<file path="config.mk">
export PLATFORM = sky130hd
export DESIGN_NAME = internal_to_ieee_packer
export DESIGN_NICKNAME = d
export VERILOG_FILES = /design/src/rtl/internal_to_ieee_packer.sv
export SDC_FILE = /design/constraint.sdc
export NUM_CORES = 1
export LEC_CHECK = 0
export CELL_PAD_IN_SITES_DETAIL_PLACEMENT = 1
export CELL_PAD_IN_SITES_GLOBAL_PLACEMENT = 1
export CORE_AREA = 4 4 87 98
export CTS_CLUSTER_DIAMETER = 50
export DETAILED_ROUTE_END_ITERATION = 10
export DIE_AREA = 0 0 91 102
export PLACE_DENSITY = 0.74
export SETUP_SLACK_MARGIN = 0.1
export SYNTH_ARGS = -nofsm -noshare
export SYNTH_HDL_FRONTEND = slang
export SYNTH_SLANG_ARGS = --single-unit
export TNS_END_PERCENT = 50
</file>
<file path="constraint.sdc">
create_clock -name clk -period 1.67 [get_ports clk]
set_input_delay 0.2505 -clock clk [delete_from_list [all_inputs] [get_ports clk]]
set_output_delay 0.2505 -clock clk [all_outputs]
set_load 0.05 [all_outputs]
</file>
<file path="src/rtl/internal_to_ieee_packer.sv">
// ---------------------------------------------------------------------------
// internal_to_ieee_packer
//
// Converts the FP library's exception-tagged internal word
//   {exc, sign, exponent, fraction-without-hidden-bit}
// back to an IEEE-754 binary interchange word {sign, exponent, fraction}.
// This block sits at the output boundary of the FP datapath.
//
// Pipeline: two registered stages.
//   S1 holds the decoded fields (class, sign, exponent, fraction) and v1.
//   S2 holds the packed IEEE word (and flags) and v2.
// It sustains one word per cycle and absorbs backpressure without loss.
//
// Handshake (both sides, strict valid/ready): a word moves across an
// interface on a rising edge where valid and ready are both high. A producer
// holding valid keeps its data stable until that edge. in_ready depends
// combinationally on out_ready, so a full pipe can accept a new word in the
// same cycle that it hands one downstream.
//
// Ports:
//   clk            rising-edge clock
//   rst_n          asynchronous active-low reset
//   in_valid       number_i holds a valid internal word
//   in_ready       block accepts number_i this cycle
//   number_i       internal word {exc, sign, exp, frac}
//   out_valid      ieee_number_o holds a valid result
//   out_ready      downstream consumes the result this cycle
//   ieee_number_o  IEEE word {sign, exp, frac}
//   flags_o        {invalid, overflow, underflow}       (PACKER_STATUS_FLAGS_EN)
//   flags_sticky_o OR of flags over all output transfers (PACKER_STATUS_FLAGS_EN)
//
// Optional feature: define PACKER_STATUS_FLAGS_EN to add flags_o and
// flags_sticky_o. Without it those ports and their flops are absent and the
// data behaviour is unchanged.
// ---------------------------------------------------------------------------
module internal_to_ieee_packer #(
    parameter int size_mantissa        = 24,
    parameter int size_exponent        = 8,
    parameter int size_exception_field = 2,
    parameter int zero                 = 0,
    parameter int normal_number        = 1,
    parameter int infinity             = 2,
    parameter int NaN                  = 3,
    parameter int size                 = size_mantissa + size_exponent + size_exception_field,
    parameter int ieee_size            = size_mantissa + size_exponent
) (
    input  logic                 clk,
    input  logic                 rst_n,
    input  logic                 in_valid,
    output logic                 in_ready,
    input  logic [size-1:0]      number_i,
    output logic                 out_valid,
    input  logic                 out_ready,
    output logic [ieee_size-1:0] ieee_number_o
`ifdef PACKER_STATUS_FLAGS_EN
    ,
    output logic [2:0]           flags_o,
    output logic [2:0]           flags_sticky_o
`endif
);

    localparam int frac_w = size_mantissa - 1;

    localparam logic [size_exponent-1:0] exp_max  = '1;
    localparam logic [size_exponent-1:0] exp_zero = '0;
    localparam logic [frac_w-1:0]        frac_zero = '0;
    // Quiet NaN: only the top fraction bit set, i.e. 1 << (size_mantissa-2).
    localparam logic [frac_w-1:0]        qnan_frac = {1'b1, {(frac_w-1){1'b0}}};

    typedef enum logic [1:0] {
        cls_zero   = 2'd0,
        cls_normal = 2'd1,
        cls_inf    = 2'd2,
        cls_nan    = 2'd3
    } num_class_t;

    // ---------------------------------------------------------------------
    // Input field split and class decode
    // ---------------------------------------------------------------------
    logic [size_exception_field-1:0] in_exc;
    logic                            in_sign;
    logic [size_exponent-1:0]        in_exp;
    logic [frac_w-1:0]               in_frac;
    num_class_t                      in_class;

    assign in_exc  = number_i[size-1 -: size_exception_field];
    assign in_sign = number_i[ieee_size-1];
    assign in_exp  = number_i[ieee_size-2 -: size_exponent];
    assign in_frac = number_i[frac_w-1:0];

    // Any code outside the four known ones (only possible for wider exception
    // fields) is treated as NaN.
    always_comb begin
        in_class = cls_nan;
        if (in_exc == size_exception_field'(zero))
            in_class = cls_zero;
        else if (in_exc == size_exception_field'(normal_number))
            in_class = cls_normal;
        else if (in_exc == size_exception_field'(infinity))
            in_class = cls_inf;
        else if (in_exc == size_exception_field'(NaN))
            in_class = cls_nan;
    end

    // ---------------------------------------------------------------------
    // Handshake control
    // ---------------------------------------------------------------------
    logic v1;
    logic v2;
    logic adv2;
    logic accept;

    assign adv2      = v1 & (~v2 | out_ready);
    assign in_ready  = ~v1 | adv2;
    assign accept    = in_valid & in_ready;
    assign out_valid = v2;

    // ---------------------------------------------------------------------
    // Stage 1: decoded fields
    // ---------------------------------------------------------------------
    num_class_t               s1_class;
    logic                     s1_sign;
    logic [size_exponent-1:0] s1_exp;
    logic [frac_w-1:0]        s1_frac;

    always_ff @(posedge clk or negedge rst_n) begin
        if (!rst_n) begin
            v1       <= 1'b0;
            s1_class <= cls_zero;
            s1_sign  <= 1'b0;
            s1_exp   <= '0;
            s1_frac  <= '0;
        end else begin
            v1 <= accept | (v1 & ~adv2);
            if (accept) begin
                s1_class <= in_class;
                s1_sign  <= in_sign;
                s1_exp   <= in_exp;
                s1_frac  <= in_frac;
            end
        end
    end

    // ---------------------------------------------------------------------
    // Packing logic between S1 and S2
    // ---------------------------------------------------------------------
    logic [ieee_size-1:0] pack_word;
`ifdef PACKER_STATUS_FLAGS_EN
    logic [2:0]           pack_flags;   // {invalid, overflow, underflow}
`endif

    always_comb begin
        pack_word = '0;
`ifdef PACKER_STATUS_FLAGS_EN
        pack_flags = 3'b000;
`endif
        case (s1_class)
            cls_zero: begin
                pack_word = {s1_sign, exp_zero, frac_zero};
            end
            cls_inf: begin
                pack_word = {s1_sign, exp_max, frac_zero};
            end
            cls_nan: begin
                // Sign kept, payload dropped.
                pack_word = {s1_sign, exp_max, qnan_frac};
`ifdef PACKER_STATUS_FLAGS_EN
                pack_flags = 3'b100;
`endif
            end
            cls_normal: begin
                if (s1_exp == exp_max) begin
                    // A "normal" that reached the all-ones exponent saturates to infinity.
                    pack_word = {s1_sign, exp_max, frac_zero};
`ifdef PACKER_STATUS_FLAGS_EN
                    pack_flags = 3'b010;
`endif
                end else if (s1_exp == exp_zero) begin
                    // No subnormal output: flush to signed zero.
                    pack_word = {s1_sign, exp_zero, frac_zero};
`ifdef PACKER_STATUS_FLAGS_EN
                    pack_flags = 3'b001;
`endif
                end else begin
                    pack_word = {s1_sign, s1_exp, s1_frac};
                end
            end
            default: begin
                pack_word = '0;
            end
        endcase
    end

    // ---------------------------------------------------------------------
    // Stage 2: packed output word (held while stalled)
    // ---------------------------------------------------------------------
    always_ff @(posedge clk or negedge rst_n) begin
        if (!rst_n) begin
            v2            <= 1'b0;
            ieee_number_o <= '0;
`ifdef PACKER_STATUS_FLAGS_EN
            flags_o       <= 3'b000;
`endif
        end else begin
            v2 <= adv2 | (v2 & ~out_ready);
            if (adv2) begin
                ieee_number_o <= pack_word;
`ifdef PACKER_STATUS_FLAGS_EN
                flags_o       <= pack_flags;
`endif
            end
        end
    end

`ifdef PACKER_STATUS_FLAGS_EN
    // Accumulates flags of every word actually handed downstream.
    always_ff @(posedge clk or negedge rst_n) begin
        if (!rst_n) begin
            flags_sticky_o <= 3'b000;
        end else if (v2 & out_ready) begin
            flags_sticky_o <= flags_sticky_o | flags_o;
        end
    end
`endif

endmodule

</file>
==> results of run 1 <==
-- repair_timing --
action | CTS | global route
setup endpoints to repair | 23 | 24
pin swaps | 2 | 4
hold buffers | 1 | 0
hold endpoints to repair | 18 | 0
resized for setup | 2 | 3
-- critical path, delay by kind of cell (launching register included) --
| kind | cells | cell delay [ps] |
|---|---|---|
| compound gates | 1 | 190 |
| buf+inv | 1 | 170 |
| simple gates | 3 | 790 |
| flops | 1 | 380 |
-- cell type report --
class,count,area (µm²)
clock buffers,10,128
fillers,772,3790
flip-flops and latches,68,1700
multi-input cells,99,962
well taps,90,113
clock inverters,6,65.1
repair buffers,95,901
-- cell usage in the layout, fill, tap and decap left out, types with 2 or more instances in the layout --
master	Yosys	layout
sky130_fd_sc_hd__dfrtp_1	68	67
sky130_fd_sc_hd__buf_4	0	48
sky130_fd_sc_hd__clkdlybuf4s50_1	0	35
sky130_fd_sc_hd__mux2_4	0	30
sky130_fd_sc_hd__a22o_1	21	21
sky130_fd_sc_hd__nand2_1	10	9
sky130_fd_sc_hd__clkbuf_8	0	9
sky130_fd_sc_hd__a21oi_1	8	8
sky130_fd_sc_hd__buf_12	0	7
sky130_fd_sc_hd__o21ai_0	6	6
sky130_fd_sc_hd__mux2_2	35	5
sky130_fd_sc_hd__clkinvlp_4	0	4
sky130_fd_sc_hd__nand2b_1	3	3
sky130_fd_sc_hd__nand4_1	3	3
sky130_fd_sc_hd__o21ai_1	2	2
sky130_fd_sc_hd__or4_4	1	2
sky130_fd_sc_hd__buf_6	2	2
-- routing by layer --
layer,track usage [%],part of all wire [%],up-vias
met4,4.18,0.84,0
met1,18.3,43,928
met5,0,0,-
met2,24.4,51,47
met3,4.27,5.2,8
li1,-,-,836
-- metrics by stage --
| step | util (%) | cell area (µm²) |
|---|---|---|
| 5_1_grt | 50.6 | 3870 |
| 3_3_place_gp | 47.7 | 3650 |
| 4_1_cts | 50.4 | 3860 |
| 3_5_place_dp | 47.7 | 3650 |
| 2_1_floorplan | - | 2740 |
| 6_report | 50.6 | 3870 |
-- worst max path at each step --
stage	from	to	slack [ps]	cells past startpoint
after global placement	out_ready	ieee_number_o[19]	-110	6
after global routing	s1_exp[1]	ieee_number_o[11]	-20	5
final	s1_exp[1]	ieee_number_o[8]	20	5
after floorplan	out_valid	s1_class[0]	-280	4
after detailed placement	out_ready	ieee_number_o[14]	-190	6
after CTS	s1_exp[2]	ieee_number_o[11]	10	5
-- where the power goes --
part	internal [mW]	switching, mW	leakage (nW)	total [mW]
Sequential	1.91	0.171	0.834	2.08
Clock	0.687	0.634	0.0845	1.32
Combinational	0.646	0.843	0.920	1.49
-- kinds of logic after synthesis --
family | count (synthesis) | synth area share (%)
AOI/OAI and AO/OA | 40 | 11.3
buffers and inverters | 11 | 2.37
DFF | 68 | 65.8
muxes | 35 | 15.2
and+or+nand+nor | 24 | 5.32
-- state kept, by name, summed over array words and instances, names as in the netlist --
register       count
s1_class           2
s1_sign            1
s1_exp             8
ieee_number_o     32
out_valid          1
s1_frac           23
v1                 1
==> reports/metrics.yaml, run 1 <==
critical_path:
  rr_worst_depth: 5
  crit_path_max_fanout: 7
  reg2reg_from: "s1_exp[1]"
  arrival_ps: 1870
  worstSetupPathType: "flop to flop"
  critical_path.cell_chain: "or4_4, nor2_4, nor4b_4, buf_4, a22o_1"
  crit_required_ps: 1890
  worstSetupStartpointType: "flop"
  crit_path_max_incr_delay_ps: 550
  slowest_stage: "sky130_fd_sc_hd__or4_4"
  critical_path.reg2reg.endpoint: "ieee_number_o[8]"
  ff2ff_setup_slack_ps: 20
  cp-end-kind: "flop"
sta:
  setup_slack_ps: 19.6
  final.period_utilization_pct: 98.8
  worst_clock_skew_ps: 8.14
  timing.fmax_mhz: 606
  timing_max_transition_violations_final: 0
  tightestPinTransition_ps: 513
  report.final.setup_viol: 0
  tns_ps: 0
  rsz0062_at_grt: "yes"
  fin_crit_ps: 1650
  timing.hold.ws_ps: 399
  hold_viol: 0
  maxSlewHeadroom_pct: 65.8
cts:
  clkLatencyLatePin_ps: 340
  cts_setup_buffers: 0
  clkSinkCount: 68
  cts-buffers-inserted: 9
  clk_root_buffer_cell: "sky130_fd_sc_hd__clkbuf_8"
  clk_transition_reported_paths_ps: 70
  clock_path_buffers: 2
  cts-htree-levels: 3
  cts_tree: "yes"
logic_synthesis:
  netlist.top_cell.by_area: "sky130_fd_sc_hd__dfrtp_1"
  synth-seq-cells: 68
  synth_enable_flop_cells: 0
  distinct_cell_type_count_after_synthesis: 23
  synth_area_leaders: "sky130_fd_sc_hd__dfrtp_1, sky130_fd_sc_hd__mux2_2, sky130_fd_sc_hd__a22o_1, sky130_fd_sc_hd__a21oi_1, sky130_fd_sc_hd__nand2_1"
  yosys-top-cells-count: "sky130_fd_sc_hd__dfrtp_1, sky130_fd_sc_hd__mux2_2, sky130_fd_sc_hd__a22o_1"
  ys_warn_count: 0
  yosysMostFrequentCell: "sky130_fd_sc_hd__dfrtp_1"
  postSynth.asyncResetShare_pct: 100
  mappedNetlistArea_mm2: 0.00259
  synth_sequential_area_ratio_pct: 65.8
  netlist_instances: 178
  syn_avg_cell_area_um2: 14.5
  synth_ff_type: "sky130_fd_sc_hd__dfrtp_1"
  postSynthNetCount: 216
  post-synth-top-area-fraction_pct: 65.8
drt:
  drt_pre_antenna_iters: 4
  detail_routed_via_count_per_cell: 4.94
  drt.antenna.violating_nets: 0
  routed_wire_length_per_instance_um: 17.4
  num_vias: 1819
  detailedRoute.firstIterationViolations: 51
  routed_wl_um: 6410
  post-route-drc-count: 0
global_routing:
  via_count_of_the_first_global_routing_pass: 2018
  grt.total_usage_pct: 14.5
  largest_net_degree_at_the_start_of_global_routing: 29
  antenna_violations_before_repair: 0
  grt_overflow: 0
  grt_first_pass_wirelength_um: 10400
finish:
  final_layout_size_suffix_gt1_share_pct: 41.4
  n_antenna_cell: 0
  finish.cell_count_without_fillers: 368
  count_of_nets_after_finishing: 311
  flow.area_growth_from_synthesis_pct: 49.6
hold_path:
  hold_path_end: "out_valid"
  hold_path.startpoint: "out_ready"
  worst_hold_path.num_cells: 4
  hold_path_class: "primary input to flop"
placement:
  placement.io_buffers: 71
  place_hpwl_um: 4650
  place_congestion: 0.749
  place.detailed.instances: 351
  place_worst_setup_slack_ps: -193
floorplan:
  io_pins: 72
  core_area_mm2: 0.00766
  fp-row-count: 34
  die_w_um: 91
  floorplan.initialDensity_pct: 33.8
  dieHeight_um: 102
  floorplan.die_area_mm2: 0.00928
pwr:
  total_power_mw: 4.89
  cellPowerDensity_mw_per_mm2: 1260
  leakage_nw: 1.84
  vdd.ir_drop.worst_v: 0.000461
run:
  timing.max_cap.violations: 0
status:
  outcome: "finished, final reports clean"
(Power assumes the default switching activity.)
==> inputs of run 2 (changes only) <==
Settings changed: CORE_AREA 4 4 87 98 to 4 4 84 94, DIE_AREA 0 0 91 102 to 0 0 88 98, PLACE_DENSITY 0.74 to 0.79, SETUP_SLACK_MARGIN 0.1 to 0.2.
==> run 2 against run 1 <==
  * Routed wire length grew 4.2%
  * Combinational power barely moved
  * Clock power down 8%
  * Utilization grew 5.7 points
  * Critical path depth did not move
  * Worst hold slack lost 30 ps
  * Count of clock-buffer cells in the layout unchanged
  * Sequential share of layout area decreased by 0.27 points
  * Worst setup slack lost 15 ps
  * Cell area grew 0.61%
  * Largest cell class unchanged
  * Largest power group unchanged
==> reports/metrics.yaml, run 2 (same netlist as run 1, synthesis figures left out) <==
status:
  outcome: "finished, final reports clean"
cts:
  clk_transition_reported_paths_ps: 80  # about the same
  clkSinkCount: 68  # unchanged
  cts-htree-levels: 3  # unchanged
  clock_path_buffers: 2  # unchanged
  cts-buffers-inserted: 9  # unchanged
  clkLatencyLatePin_ps: 340  # about the same
  clk_root_buffer_cell: "sky130_fd_sc_hd__clkbuf_8"
  cts_tree: "yes"
global_routing:
  via_count_of_the_first_global_routing_pass: 2054  # +1.8%
  antenna_violations_before_repair: 0  # unchanged
  largest_net_degree_at_the_start_of_global_routing: 29  # unchanged
  grt.total_usage_pct: 16.6  # +2.1 points
  grt_first_pass_wirelength_um: 10700  # +2.8%
  grt_overflow: 0  # unchanged
critical_path:
  worstSetupPathType: "flop to flop"
  cp-end-kind: "flop"
  worstSetupStartpointType: "flop"
  reg2reg_from: "s1_exp[5]"
  crit_required_ps: 1890  # about the same
  arrival_ps: 1890  # +20 ps
  worst_setup_path_startpoint: "s1_exp[5]"
  timing.critical_path.buf_inv: 1  # unchanged
  crit_path_max_fanout: 10  # +3
  critical_path.cell_chain: "or4_4, nor2_4, nor4b_4, clkbuf_16, a22o_1"
  slowest_stage: "sky130_fd_sc_hd__or4_4"
  critPathTopFamily: "simple AND/OR/NAND/NOR gates"
  crit_path_max_incr_delay_ps: 550  # about the same
sta:
  worst_clock_skew_ps: 10.3  # +2.13 ps
  report.final.setup_viol: 0  # unchanged
  timing_max_transition_violations_final: 0  # unchanged
  maxSlewHeadroom_pct: 69.6  # +3.8 points
  hold_viol: 0  # unchanged
  timing.fmax_mhz: 600  # -0.93%
  tightestPinTransition_ps: 456  # -57.0 ps
  final.period_utilization_pct: 99.8  # +0.92 points
  fin_crit_ps: 1670  # +15.4 ps
  rsz0062_at_grt: "yes"
finish:
  top_regs: "ieee_number_o: 32 flops, s1_frac: 23 flops, s1_exp: 8 flops"
  final_layout_size_suffix_gt1_share_pct: 41.9  # +0.57 points
  end_of_flow_core_utilization_pct: 56.2  # +5.7 points
  count_of_nets_after_finishing: 312  # +0.32%
  n_antenna_cell: 0  # unchanged
  largest_register_ffs: 32  # unchanged
  flow.area_growth_from_synthesis_pct: 50.5
  finish.cell_count_without_fillers: 364  # -1.1%
  most-common-layout-cells: "sky130_fd_sc_hd__dfrtp_1, sky130_fd_sc_hd__buf_4, sky130_fd_sc_hd__clkdlybuf4s50_1"
  mostFrequentLayoutCell: "sky130_fd_sc_hd__dfrtp_1"
  top_register: "ieee_number_o"
drt:
  post-route-drc-count: 0  # unchanged
  routed_wl_um: 6680  # +4.2%
  num_vias: 1801  # -0.99%
  detailedRoute.firstIterationViolations: 78  # +53%
  detail_routed_via_count_per_cell: 4.95  # about the same
  drt_pre_antenna_iters: 4  # unchanged
  routed_wire_length_per_instance_um: 18.3  # +5.3%
  drt.antenna.violating_nets: 0  # unchanged
placement:
  place_hpwl_um: 4790  # +3.0%
  place_congestion: 0.735  # -2.0%
  place.detailed.instances: 345  # -1.7%
  placement.io_buffers: 71  # unchanged
pwr:
  comb_power_share_pct: 31.7  # +1.2 points
  vdd.ir_drop.worst_v: 0.000567  # +23%
  power.clock.fraction_pct: 25.2  # -1.8 points
  cellPowerDensity_mw_per_mm2: 1230  # -2.3%
  switching_power_mw: 1.66  # +0.65%
  power.sequential.fraction_pct: 43.1  # +0.6 points
  p_int_mw: 3.15  # -2.9%
  leakage_nw: 1.86  # +1.1%
  netSwitchingFraction_pct: 34.5  # +0.80 points
floorplan:
  io_pins: 72  # unchanged
  die_w_um: 88  # -3.3%
  floorplan.initialDensity_pct: 37.4  # +3.6 points
  fp-row-count: 32  # -5.9%
  dieHeight_um: 98  # -3.9%
  core_area_mm2: 0.00693  # -9.5%
  floorplan.die_area_mm2: 0.00862  # -7.1%
hold_path:
  hold_path_class: "primary input to flop"
  hold_path.startpoint: "out_ready"
run:
  timing.max_cap.violations: 0  # unchanged
[run 2: cell count changes in the layout (fill, tap and decap cells not counted), sizes merged]
| cell | delta |
|---|---|
| bufinv | -1 |
| clkinv | +2 |
| clkbuf | +1 |
| clkinvlp | -2 |
| inv | +1 |
[run 2: worst register-to-register path, cell delays in order (launching register included)]
cell	delay, ps
sky130_fd_sc_hd__dfrtp_1	380
sky130_fd_sc_hd__or4_4	550
sky130_fd_sc_hd__nor2_4	160
sky130_fd_sc_hd__nor4b_4	80
sky130_fd_sc_hd__clkbuf_16	180
sky130_fd_sc_hd__a22o_1	180
[run 2: cell type report]
cell class | instances | area, µm²
multi-input combinational | 99 | 962
fill | 683 | 3030
tap | 85 | 106
timing repair buffer | 96 | 947
sequential | 68 | 1700
clock buffer | 10 | 138
clock inverter | 6 | 38.8
[run 2: layer usage]
layer  vias to the layer above  part of all wire (%)  routed length, µm  track usage [%]
met5                         -                     0                  0                0
met4                         0                   1.0                 67             6.38
met3                         7                   4.5                298             3.71
met2                        42                    52               3470             28.0
met1                       911                    43               2850             20.5
li1                        841                     -                  -                -
[run 2: stage by stage]
stage,area (µm²),power (mW),hold slack [ps],setup TNS [ps],setup WS (ps)
final,3890,4.81,369,0,4.16
after global routing,3890,5.04,406,-450,-33.2
after CTS,3860,4.84,386,0,14.0
after detailed placement,3660,3.61,224,-3990,-149
after global placement,3660,3.56,214,-996,-53.4
after floorplan,2740,3.01,-45.1,-9040,-281
[run 2: repair_timing]
action                                  in CTS  in global routing
hold buffers                                 1                  0
buffers inserted                             0                  1
endpoints found under the setup margin      24                 24
hold endpoints to repair                    15                  0
gates resized for setup                      2                  2
cloned                                       0                  1
pin swaps                                    0                  4
[run 2: path summary, 6_finish.rpt]
path                            depth (start not counted)                 to  slack [ps]
worst max-delay path                                    5   ieee_number_o[6]           4
worst min-delay path                                    4          out_valid         370
worst max register to register                          5   ieee_number_o[6]           4
worst min register to register                          2  ieee_number_o[27]         480
max in group asynchronous                               3          out_valid         760
min in group asynchronous                               2          s1_exp[2]         380
[run 2: power by group through the flow]
stage	clock, mW	sequential, mW	combinational (mW)
6_report	1.21	2.07	1.52
5_1_grt	1.32	2.11	1.61
4_1_cts	1.25	2.07	1.52
3_5_place_dp	0	2.10	1.51
3_3_place_gp	0	2.09	1.47
2_1_floorplan	0	2.56	0.451
==> inputs of run 3 (changes only) <==
Settings changed: CELL_PAD_IN_SITES_DETAIL_PLACEMENT 1 to unset, CELL_PAD_IN_SITES_GLOBAL_PLACEMENT 1 to unset, CORE_AREA 4 4 84 94 to 4 4 82 92, CTS_CLUSTER_SIZE set to 20, DIE_AREA 0 0 88 98 to 0 0 86 96, PLACE_DENSITY 0.79 to 0.69.
==> run 3 against run 2 <==
  * Worst setup slack better by 26 ps
  * Largest power group unchanged
  * Register-to-register slack better by 30 ps
  * Count of clock-buffer cells in the layout unchanged
  * Highest routed layer unchanged
  * First-iteration DRC count down 38%
  * Sequential share of layout area up 0.53 points
  * Cell area down 1.2%
  * Combinational power down 4%
  * Via count down 2.3%
  * Clock skew down 2.3 ps
  * Fmax up 1.6%
==> reports/metrics.yaml, run 3 (same netlist as run 1, synthesis figures left out) <==
pwr:
  switching_power_mw: 1.61  # -3.0%
  total_power_mw: 5.03  # +4.6%
  cellPowerDensity_mw_per_mm2: 1310  # +5.9%
  leakage_nw: 1.82  # -1.8%
  comb_power_share_pct: 29.0  # -2.7 points
  power.clock.fraction_pct: 30.0  # +4.8 points
  vdd.ir_drop.worst_v: 0.000717  # +26%
  p_int_mw: 3.42  # +8.6%
  netSwitchingFraction_pct: 32.0  # -2.5 points
  power.sequential.fraction_pct: 41.1  # -2.0 points
floorplan:
  core_area_mm2: 0.00656  # -5.4%
  fp-row-count: 31  # -3.1%
  die_w_um: 86  # -2.3%
  dieHeight_um: 96  # -2.0%
  io_pins: 72  # unchanged
  floorplan.initialDensity_pct: 39.5  # +2.1 points
  floorplan.die_area_mm2: 0.00826  # -4.3%
status:
  outcome: "finished, final reports clean"
critical_path:
  worstSetupPathType: "flop to flop"
  worstSetupStartpointType: "flop"
  critical_path.reg2reg.endpoint: "ieee_number_o[0]"
  critical_path.cell_chain: "or4_4, nor2_4, nor4b_4, buf_12, a22o_1"
  slowest_stage: "sky130_fd_sc_hd__or4_4"
  rr_worst_depth: 5  # unchanged
  arrival_ps: 1860  # -30 ps
  crit_path_max_incr_delay_ps: 550  # about the same
  reg2reg_from: "s1_exp[7]"
  crit_path_max_fanout: 21  # +11
  crit_required_ps: 1890  # about the same
  ff2ff_setup_slack_ps: 30  # +30 ps
  cp-end-kind: "flop"
drt:
  met2RoutedLength_um: 2680  # -23%
  drt.antenna.violating_nets: 0  # unchanged
  routed_wl_um: 5560  # -17%
  route.top_layer_used: "met4"
  routed_wire_length_per_instance_um: 15.6  # -15%
  dr_wl_met3_um: 321  # +7.7%
  wl_met1_um: 2450  # -14%
  detail_routed_via_count_per_cell: 4.93  # -0.36%
  detailedRoute.firstIterationViolations: 48  # -38%
  drt_pre_antenna_iters: 4  # unchanged
  post-route-drc-count: 0  # unchanged
  num_vias: 1760  # -2.3%
placement:
  placement.io_buffers: 71  # unchanged
  place.detailed.instances: 339  # -1.7%
  place_congestion: 0.708  # -3.7%
  place_hpwl_um: 3860  # -19%
  place_worst_setup_slack_ps: -81.6  # +67.8 ps
sta:
  tightestPinTransition_ps: 359  # -97.0 ps
  timing.hold.ws_ps: 453  # +83.9 ps
  maxSlewHeadroom_pct: 76.1  # +6.5 points
  hold_viol: 0  # unchanged
  final.period_utilization_pct: 98.2  # -1.5 points
  fin_crit_ps: 1640  # -25.6 ps
  setup_slack_ps: 29.8  # +25.6 ps
  tns_ps: 0  # unchanged
  worst_clock_skew_ps: 8.00  # -2.27 ps
  timing_max_transition_violations_final: 0  # unchanged
  timing.fmax_mhz: 610  # +1.6%
  report.final.setup_viol: 0  # unchanged
  rsz0062_at_grt: "yes"
finish:
  multi_input_comb_area_um2: 962  # unchanged
  n_antenna_cell: 0  # unchanged
  top_regs: "ieee_number_o: 32 flops, s1_frac: 23 flops, s1_exp: 8 flops"
  top_register: "ieee_number_o"
  layout.area.seq_mm2: 0.00170  # unchanged
  mostFrequentLayoutCell: "sky130_fd_sc_hd__dfrtp_1"
  largest_register_ffs: 32  # unchanged
  count_of_nets_after_finishing: 308  # -1.3%
  final_layout_size_suffix_gt1_share_pct: 41.1  # -0.84 points
  most-common-layout-cells: "sky130_fd_sc_hd__dfrtp_1, sky130_fd_sc_hd__buf_4, sky130_fd_sc_hd__clkdlybuf4s50_1"
  finish.cell_count_without_fillers: 357  # -1.9%
  flow.area_growth_from_synthesis_pct: 48.7
  layout.filler_cells: 576  # -16%
cts:
  clkSinkCount: 68  # unchanged
  cts-htree-levels: 3  # unchanged
  clk_transition_reported_paths_ps: 80  # about the same
  clock_path_buffers: 2  # unchanged
  cts_tree: "yes"
  cts-buffers-inserted: 9  # unchanged
  clk_root_buffer_cell: "sky130_fd_sc_hd__clkbuf_8"
  clkLatencyLatePin_ps: 330  # about the same
run:
  timing.max_cap.violations: 0  # unchanged
global_routing:
  grt_first_pass_wirelength_um: 8730  # -18%
  antenna_violations_before_repair: 0  # unchanged
  grt.total_usage_pct: 14.0  # -2.6 points
  via_count_of_the_first_global_routing_pass: 1794  # -13%
  largest_net_degree_at_the_start_of_global_routing: 69  # +140%
  grt_overflow: 0  # unchanged
hold_path:
  hold_path_class: "primary input to async pin"
## run 3: changes by cell type in the layout (fill, tap and decap cells not counted), sizes merged
cell / before / now
buf: 58 / 55
bufinv: 0 / 2
clkinv: 3 / 1
clkbuf: 11 / 10
clkdlybuf4s50: 35 / 36
clkinvlp: 2 / 3
dlymetal6s2s: 1 / 0
inv: 1 / 0
## run 3: metal layers
metal | global-route usage, % | vias up
li1 | - | 835
met1 | 17.8 | 868
met2 | 22.2 | 47
met3 | 3.51 | 10
met4 | 7.12 | 0
met5 | 0 | -
## run 3: worst max-delay path by stage
stage                   start                end  slack (ps)  depth (start not counted)
finish              s1_exp[7]   ieee_number_o[0]          30                          5
global route        s1_exp[7]   ieee_number_o[0]          -7                          5
CTS                 s1_exp[7]   ieee_number_o[0]          40                          5
detailed placement  out_ready  ieee_number_o[16]         -80                          6
global placement    out_ready  ieee_number_o[13]         -40                          6
floorplan           out_valid        s1_class[0]        -280                          4
## run 3: area by class of cell
type,instances,share of cell area [%]
Sequential cell,68,44.2
Clock buffer,10,3.58
Timing Repair Buffer,92,22.2
Multi-Input combinational cell,99,25.0
Clock inverter,6,2.28
Tap cell,82,2.67
## run 3: worst max-delay path, delay by kind of cell (launching register included)
family	cells	cell delay, ps
and+or+nand+nor	3	780
DFF	1	400
AOI/OAI and AO/OA	1	180
buffers and inverters	1	170
## run 3: metrics by stage
stage               utilization (%)  instance area (µm²)
global route                   58.7                 3850
floorplan                         -                 2740
detailed placement             54.9                 3600
CTS                            58.6                 3840
global placement               54.9                 3600
finish                         58.7                 3850
## run 3: power by group through the flow
stage / clock network (mW) / logic [mW] / registers (mW)
6_report: 1.51 / 1.46 / 2.06
5_1_grt: 1.61 / 1.54 / 2.10
4_1_cts: 1.54 / 1.47 / 2.06
3_5_place_dp: 0 / 1.46 / 2.09
3_3_place_gp: 0 / 1.44 / 2.09
2_1_floorplan: 0 / 0.451 / 2.56
## run 3: timing repair
action                                 in CTS  in global routing
resized for setup                           2                  0
cloned                                      0                  0
endpoints found under the hold margin      68                  0
setup endpoints to repair                  24                 24
setup buffers                               0                  1
hold buffers                                1                  0
